--- src/rtl/sprite_anim_seq.sv ---
// Dinosaur sprite animation sequencer: maps game state and pose to a sprite select code.
// Includes a speed-scaled animation divider, a death-blink sequence and refresh-aligned select updates.
module sprite_anim_seq #(
    parameter int unsigned SEL_W       = 4,
    parameter int unsigned TICK_DIV    = 5_000_000,
    parameter int unsigned SPD_W       = 3,
    parameter int unsigned SPD_STEP    = 500_000,
    parameter int unsigned MIN_DIV     = 1_000_000,
    parameter int unsigned DEAD_BLINKS = 3
) (
    input  logic             clk,
    input  logic             rst,
    input  logic             refresh_tick,
    input  logic [1:0]       gamestate,
    input  logic             is_on_ground,
    input  logic             is_lying,
    input  logic [SPD_W-1:0] speed,
    output logic [SEL_W-1:0] sel,
    output logic             frame_strobe,
    output logic             anim_tick,
    output logic             dead_done
);
    localparam int unsigned MAX_DIV = (TICK_DIV > MIN_DIV) ? TICK_DIV : MIN_DIV;
    localparam int unsigned DIV_W   = $clog2(MAX_DIV + 1);
    localparam int unsigned BLK_MAX = 2 * DEAD_BLINKS - 1;
    localparam int unsigned BLK_W   = (BLK_MAX > 1) ? $clog2(BLK_MAX + 1) : 1;

    localparam logic [3:0] F_DEFAULT = 4'b0000;
    localparam logic [3:0] F_DEAD    = 4'b0001;
    localparam logic [3:0] F_DUCK_L  = 4'b0010;
    localparam logic [3:0] F_DUCK_R  = 4'b1011;
    localparam logic [3:0] F_RUN_L   = 4'b0011;
    localparam logic [3:0] F_RUN_R   = 4'b0111;
    localparam logic [3:0] F_BLANK   = 4'b1111;

    typedef enum logic [2:0] {
        S_IDLE,
        S_RUN,
        S_DUCK,
        S_AIR,
        S_BLINK,
        S_HOLD
    } state_t;

    state_t           state, state_next;
    logic             phase, phase_next;
    logic             visible, visible_next;
    logic [BLK_W-1:0] blink, blink_next;
    logic [DIV_W-1:0] cnt, cnt_next;
    logic [63:0]      prod, period_full;
    logic             running, wrap, walk_cur, walk_nxt;
    logic [3:0]       pending;

    // Period computed wide so large speed*step never wraps below the clamp.
    always_comb begin
        prod        = 64'(speed) * 64'(SPD_STEP);
        period_full = (prod + 64'(MIN_DIV) >= 64'(TICK_DIV)) ? 64'(MIN_DIV)
                                                              : 64'(TICK_DIV) - prod;
        running     = (state == S_RUN) || (state == S_DUCK) || (state == S_BLINK);
        wrap        = running && (64'(cnt) + 64'd1 >= period_full);
    end

    always_comb begin
        state_next   = state;
        phase_next   = phase;
        visible_next = visible;
        blink_next   = blink;
        cnt_next     = (running && !wrap) ? cnt + DIV_W'(1) : '0;
        walk_cur     = (state == S_RUN) || (state == S_DUCK);
        case (gamestate)
            2'b01: begin
                if (!is_on_ground) begin
                    state_next = S_AIR;
                end else if (is_lying) begin
                    state_next = S_DUCK;
                end else begin
                    state_next = S_RUN;
                end
            end
            2'b10: begin
                if (state == S_BLINK) begin
                    if (wrap) begin
                        if (blink == BLK_W'(BLK_MAX)) begin
                            state_next   = S_HOLD;
                            visible_next = 1'b1;
                        end else begin
                            visible_next = ~visible;
                            blink_next   = blink + BLK_W'(1);
                        end
                    end
                end else if (state != S_HOLD) begin
                    state_next   = S_BLINK;
                    visible_next = 1'b1;
                    blink_next   = '0;
                end
            end
            default: state_next = S_IDLE;
        endcase
        walk_nxt = (state_next == S_RUN) || (state_next == S_DUCK);
        // RUN<->DUCK keeps the stride; every other entry restarts divider and phase.
        if ((state_next != state) && !(walk_cur && walk_nxt)) begin
            cnt_next = '0;
        end
        if (walk_nxt) begin
            phase_next = walk_cur ? (phase ^ wrap) : 1'b0;
        end
    end

    always_comb begin
        pending = F_DEFAULT;
        case (state)
            S_RUN:   pending = phase ? F_RUN_R : F_RUN_L;
            S_DUCK:  pending = phase ? F_DUCK_R : F_DUCK_L;
            S_BLINK: pending = visible ? F_DEAD : F_BLANK;
            S_HOLD:  pending = F_DEAD;
            default: pending = F_DEFAULT;
        endcase
    end

    always_ff @(posedge clk or negedge rst) begin
        if (!rst) begin
            state        <= S_IDLE;
            phase        <= 1'b0;
            visible      <= 1'b1;
            blink        <= '0;
            cnt          <= '0;
            sel          <= '0;
            frame_strobe <= 1'b0;
            anim_tick    <= 1'b0;
            dead_done    <= 1'b0;
        end else begin
            state        <= state_next;
            phase        <= phase_next;
            visible      <= visible_next;
            blink        <= blink_next;
            cnt          <= cnt_next;
            anim_tick    <= wrap;
            dead_done    <= (state_next == S_HOLD);
            frame_strobe <= refresh_tick && (SEL_W'(pending) != sel);
            if (refresh_tick) begin
                sel <= SEL_W'(pending);
            end
        end
    end
endmodule

--- config.mk ---
export PLATFORM = sky130hd
export DESIGN_NAME = sprite_anim_seq
export DESIGN_NICKNAME = d
export VERILOG_FILES = /design/src/rtl/sprite_anim_seq.sv
export SDC_FILE = /design/constraint.sdc
export NUM_CORES = 1
export LEC_CHECK = 0
export BUFFER_PORTS_ARGS = -buffer_cell sky130_fd_sc_hd__clkbuf_2
export CORE_UTILIZATION = 25
export CTS_BUF_LIST = sky130_fd_sc_hd__clkbuf_8
export DETAILED_ROUTE_END_ITERATION = 7
export GPL_TIMING_DRIVEN = 0
export SYNTH_ARGS = -nofsm -noshare
export SYNTH_HDL_FRONTEND = slang
export SYNTH_SLANG_ARGS = --single-unit
export TNS_END_PERCENT = 10
--- constraint.sdc ---
create_clock -name clk -period 4.4 [get_ports clk]
set_clock_uncertainty 0.2 [all_clocks]
set_input_delay 0.88 -clock clk [delete_from_list [all_inputs] [get_ports clk]]
set_output_delay 0.88 -clock clk [all_outputs]
set_load 0.1 [all_outputs]
==> flow_summary.yaml, run 1 <==
yosys:
  syn-cell-area_um2: 3203
  synth.area.top_cells: "dfrtp_1, ha_1, xnor2_1"
  yosysUniqueCellTypes: 46
  synth-seq-cells: 38
  syn_inst: 349
  synth_flop_cell: "dfrtp_1"
  synth_edf_count: 0
  async_flop_share: 1.000
  yosysSeqAreaShare: 0.2973
  ys_warn_count: 0
  synth_top_area_cell: "dfrtp_1"
  yosysTopAreaCellShare: 0.2891
  syn_nets: 406
  avgSynthCellArea_um2: 9.178
clocking:
  root_buffer: "clkbuf_8"
  cts_tree: "done"
  clkTransAtPathRegs_ns: 0.08
  clk_latency_ns: 0.29
  cts_made_buffers: 5
  clockBufferDepth: 2
  htreeDepth: 2
  hold_buffers: 0
  cts.sinks: 38
placed_design:
  dp_slack_ns: -1.865
  dp_hpwl_mm: 5.195
  gp_congestion: 0.7872
  portBuffers: 16
  placedCellCount: 533
die:
  coreArea_um2: 12260
  die_x_um: 115.2
  dieArea_um2: 13270
  rows: 40
  ios: 17
  start_util: 0.2612
  die_h_um: 115.2
sta:
  slew_violations: 0
  fmax_mhz: 193.6
  fin_ws_ns: -0.7642
  fin_crit_ns: 5.164
  post-route-period-util: 1.174
  slew_headroom: 0.3561
  timing.hold.ws_ns: 0.3062
  worst_pin_slew_ns: 0.9658
  rsz0062_at_grt: "yes"
  final_hold_viol_count: 0
  setup_viol: 31
cells_and_area:
  mostFrequentLayoutCells: "dfrtp_1, buf_4, ha_1"
  drive_above_1_share: 0.2930
  num-fill-cells: 1187
  antenna_cells: 0
  syn2layout_area_growth_pct: 34.53
  final_common_cell: "dfrtp_1"
  multi_input_area_um2: 2432
  fin_nets: 469
  regArea_um2: 952.2
  fin_cells: 581
critical_path:
  endpoint_kind: "flip-flop"
  worstPathRequired_ns: 4.42
  crit_fanout: 10
  arrival_ns: 5.18
  startpoint_type: "input pin"
  critical_path_class: "in -> reg"
outcome:
  violations: "setup timing"
  outcome: "complete, but fails checks"
routing:
  routedWlPerCell_um: 12.93
  drtAntennaViolNets: 0
  vias_per_cell: 4.645
  num_vias: 2699
  drtIter0Drc: 112
  firstDrtPassIters: 4
  routed_wl_mm: 7.514
  drc_errors: 0
global_route:
  grt_use_met3: 0.01687
  gr-usage-met2: 0.2088
  track_usage: 0.1179
  grt_max_degree: 39
  grt.busiest_layer: "met2"
  grt_pass1_wl_mm: 12.49
  grt_pass1_vias: 2738
  gr-total-overflow: 0
  grt_antenna_before_repair: 0
  use_met1: 0.1446
power:
  ir_drop_mv: 0.09235
  power_density_nw_per_um2: 240.6
  p_leak_uw: 0.002013
hold_path:
  hold_path_class: "reg -> reg"
run:
  drv_cap: 0
layout make-up:
| type | count | share of cell area |
|---|---|---|
| clock buffers | 6 | 0.01916 |
| clock inverters | 2 | 0.002033 |
| flip-flops and latches | 38 | 0.2210 |
| repair buffers | 56 | 0.1095 |
| well taps | 168 | 0.04878 |
| plain buffers | 5 | 0.01190 |
| inverters | 23 | 0.02323 |
| multi-input cells | 283 | 0.5645 |
worst paths after layout:
path | from | endpoint | slack [ns] | cells after the start
min in group asynchronous | rst | sel[1] | 0.53 | 1
max in group asynchronous | rst | cnt[16] | 2.86 | 1
worst max register to register | cnt[2] | cnt[21] | 0.60 | 13
worst min-delay path | cnt[0] | cnt[0] | 0.31 | 1
worst min register to register | cnt[0] | cnt[0] | 0.31 | 1
worst max-delay path | speed[0] | cnt[21] | -0.76 | 20
per-stage QoR:
stage	TNS, ns	instance area (um2)	utilization	total power [uW]
floorplan	-22.34	3349	-	632.0
global placement	-52.63	3640	0.2968	695.1
detailed placement	-56.03	3640	0.2968	705.6
CTS	-19.60	4215	0.3438	1026
global route	-26.09	4309	0.3514	1099
finish	-22.09	4309	0.3514	1037
report_power, final:
part	total (uW)	switching [uW]	internal [uW]
combinational	415	236	179
clock	247	122	124
sequential	375	13.9	361
total	1040	372	665
metal layers:
metal	part of all wire	routed length [um]
met1	0.45	3353
met2	0.51	3845
met3	0.018	135
met4	0.024	181
met5	0	0
synth_stat cells, drive strengths merged, types with 2 or more instances:
library cell / instances
ha: 43
dfrtp: 37
nor2: 30
a21oi: 26
inv: 23
nor2b: 21
xnor2: 20
xor2: 18
nand2: 16
nand3: 13
o21ai: 11
nand4: 9
a21o: 8
and3: 8
nand2b: 8
nor3: 7
fa: 4
a31oi: 3
clkbuf: 3
mux2: 3
o211ai: 3
o21bai: 3
o2bb2ai: 3
a2111oi: 2
a211o: 2
a211oi: 2
and2: 2
buf: 2
nor3b: 2
o22ai: 2
or3b: 2
cell families (layout without fill, tap and decap cells):
logic type,Yosys count,after routing,synth area share
buf+inv,28,92,0.03750
compound gates,72,72,0.1504
mux,3,3,0.01055
flops,38,38,0.2973
fa+ha+maj,47,47,0.1930
xor+xnor,38,38,0.1039
simple gates,123,123,0.2074
timing repair:
item,in CTS,in global routing
hold endpoints to repair,0,0
resized for setup,34,17
cloned,1,0
setup endpoints to repair,31,31
pin swaps,29,21
setup buffers,37,4
state kept, by name (all words and copies together) (netlist names):
signal        cells
visible           1
anim_tick         1
phase             1
cnt              23
state             3
dead_done         1
blink             3
sel               4
frame_strobe      1
critical path: stages:
cell and delay, ns:
clkbuf_16 0.10, clkinvlp_4 0.09, buf_6 0.13, fa_2 0.62, fa_2 0.49, xor2_1 0.20
nor3_2 0.07, o2bb2ai_2 0.14, a2111oi_4 0.37, clkbuf_8 0.23, nand2b_4 0.14, ha_4 0.21
a21oi_2 0.16, o21ai_2 0.08, a41oi_1 0.21, a211o_1 0.19, a2111oi_4 0.09, or3b_4 0.49
buf_8 0.17, nor2b_1 0.12
No activity file was read; power rests on OpenSTA's default activity.
==> inputs of run 2 (changes only) <==
Settings changed: REMOVE_ABC_BUFFERS from default to 1.
==> flow_summary.yaml, run 2 (synthesis gave the netlist of run 1 again) <==
outcome:
  outcome: "complete, but fails checks"
  violations: "setup timing"
die:
  die_x_um: 115.2
  die_h_um: 115.2
  dieArea_um2: 13270
  coreArea_um2: 12260
  ios: 17
  start_util: 0.2612
  rows: 40
sta:
  slew_violations: 0
  slew_headroom: 0.3582
  rsz0062_at_grt: "yes"
  fmax_mhz: 198.0
  fin_ws_ns: -0.6501
  setup_viol: 31
  post-route-period-util: 1.148
  worst_pin_slew_ns: 0.9628
  final_hold_viol_count: 0
  fin_crit_ns: 5.050
  final.setup.tns_ns: -18.64
global_route:
  grt_antenna_before_repair: 0
  track_usage: 0.1161
  grt_pass1_wl_mm: 12.47
  grt_use_met3: 0.02161
  gr-usage-met2: 0.2056
  grt.busiest_layer: "met2"
  gr-total-overflow: 0
  grt_max_degree: 39
  grt_pass1_vias: 2636
  use_met1: 0.1500
power:
  ir_drop_mv: 0.1143
  p_leak_uw: 0.001915
  power_density_nw_per_um2: 247.8
critical_path:
  arrival_ns: 5.03
  crit_chain: "clkbuf_16, clkinvlp_4, fa_2, fa_2, xor2_2, nor3_2, o2bb2ai_2, a2111oi_4, buf_6, nor2b_4, ha_4, nand2_2, o21ai_2, nor2_1, a211o_1, a2111oi_4, buf_6, o211ai_1, a31o_2"
  slowest_stage: "fa_2"
  worstPathRequired_ns: 4.38
  cpPeakStageDelay_ns: 0.64
  cpLargestDelayFamily: "compound AO/OA/AOI/OAI gates"
  worstPathBufferInverterCount: 4
  crit_fanout: 7
  startpoint_type: "input pin"
  endpoint_kind: "flip-flop"
  critical_path_class: "in -> reg"
placed_design:
  gp_congestion: 0.7949
  portBuffers: 16
  dp_slack_ns: -2.098
  dp_hpwl_mm: 4.960
clocking:
  clockBufferDepth: 2
  hold_buffers: 0
  cts_made_buffers: 5
  cts_tree: "done"
  clkTransAtPathRegs_ns: 0.08
  root_buffer: "clkbuf_8"
  clk_latency_ns: 0.29
  htreeDepth: 2
  cts.sinks: 38
cells_and_area:
  regMostFlops: "cnt"
  regArea_um2: 952.2
  syn2layout_area_growth_pct: 30.90
  fin_nets: 453
  antenna_cells: 0
  mostFrequentLayoutCells: "dfrtp_1, ha_1, nor2_1"
  multi_input_area_um2: 2494
  drive_above_1_share: 0.2720
  num-fill-cells: 1228
  reg_top3: "cnt x23, sel x4"
  final_common_cell: "dfrtp_1"
  largest_reg_flops: 23
routing:
  num_vias: 2691
  drtIter0Drc: 181
  drc_errors: 0
  firstDrtPassIters: 5
  routed_wl_mm: 7.631
  vias_per_cell: 4.763
  routedWlPerCell_um: 13.51
  drtAntennaViolNets: 0
run:
  drv_cap: 0
hold_path:
  hold_path_class: "reg -> reg"
[run 2: cell count changes in the layout (fill, tap and decap cells not counted), sizes merged]
cell / change
clkbuf: -3
or3b: +3
nand3: +1
buf: -17
[run 2: worst paths after layout]
path,slack (ns),from,depth (start not counted),end
hold reg to reg,0.31,cnt[0],1,cnt[0]
setup reg to reg,0.59,cnt[2],11,cnt[6]
max in group asynchronous,2.86,rst,1,cnt[20]
setup / recovery,-0.65,speed[0],19,blink[2]
hold / removal,0.31,cnt[0],1,cnt[0]
min in group asynchronous,0.53,rst,1,cnt[8]
[run 2: where the power goes]
group          leakage [uW]  internal (uW)  switching (uW)  total [uW]
Combinational       0.00134            176             238         414
Sequential         0.000519            361            15.5         377
Clock             0.0000524            124             125         249
[run 2: layout make-up]
cell class,count,area share
clock inverters,2,0.002089
well taps,168,0.05013
multi-input cells,287,0.5947
repair buffers,41,0.08296
inverters,23,0.02328
flip-flops and latches,38,0.2271
clock buffers,6,0.01970
[run 2: metal layers]
| metal | vias up | share of wire |
|---|---|---|
| li1 | 1321 | - |
| met5 | - | 0 |
| met3 | 6 | 0.022 |
| met2 | 24 | 0.51 |
| met4 | 0 | 0.0048 |
| met1 | 1340 | 0.46 |
[run 2: metrics by stage]
step | hold slack, ns | utilization | std cells | instance area, um2 | power [uW]
6_report | 0.3077 | 0.3419 | 565 | 4193 | 1039
5_1_grt | 0.3260 | 0.3419 | 565 | 4193 | 1106
4_1_cts | 0.3133 | 0.3246 | 558 | 3980 | 987.2
3_5_place_dp | 0.3080 | 0.2831 | 529 | 3471 | 665.7
3_3_place_gp | 0.2805 | 0.2821 | 528 | 3460 | 651.2
2_1_floorplan | 0.2621 | - | 344 | 3169 | 595.0
[run 2: worst register-to-register path: cells and delay by family, from the launching register on]
family | cells | cell delay (ns)
AOI/OAI and AO/OA | 2 | 0.60
DFF | 1 | 0.44
xor gates and xnor gates | 1 | 0.25
adders and majority gates | 1 | 0.28
and+or+nand+nor | 7 | 1.97
[run 2: what timing repair did]
item	in CTS	in global routing
cloned	6	0
pin swaps	34	23
resized for setup	49	30
buffers inserted	15	8
setup endpoints to repair	31	31
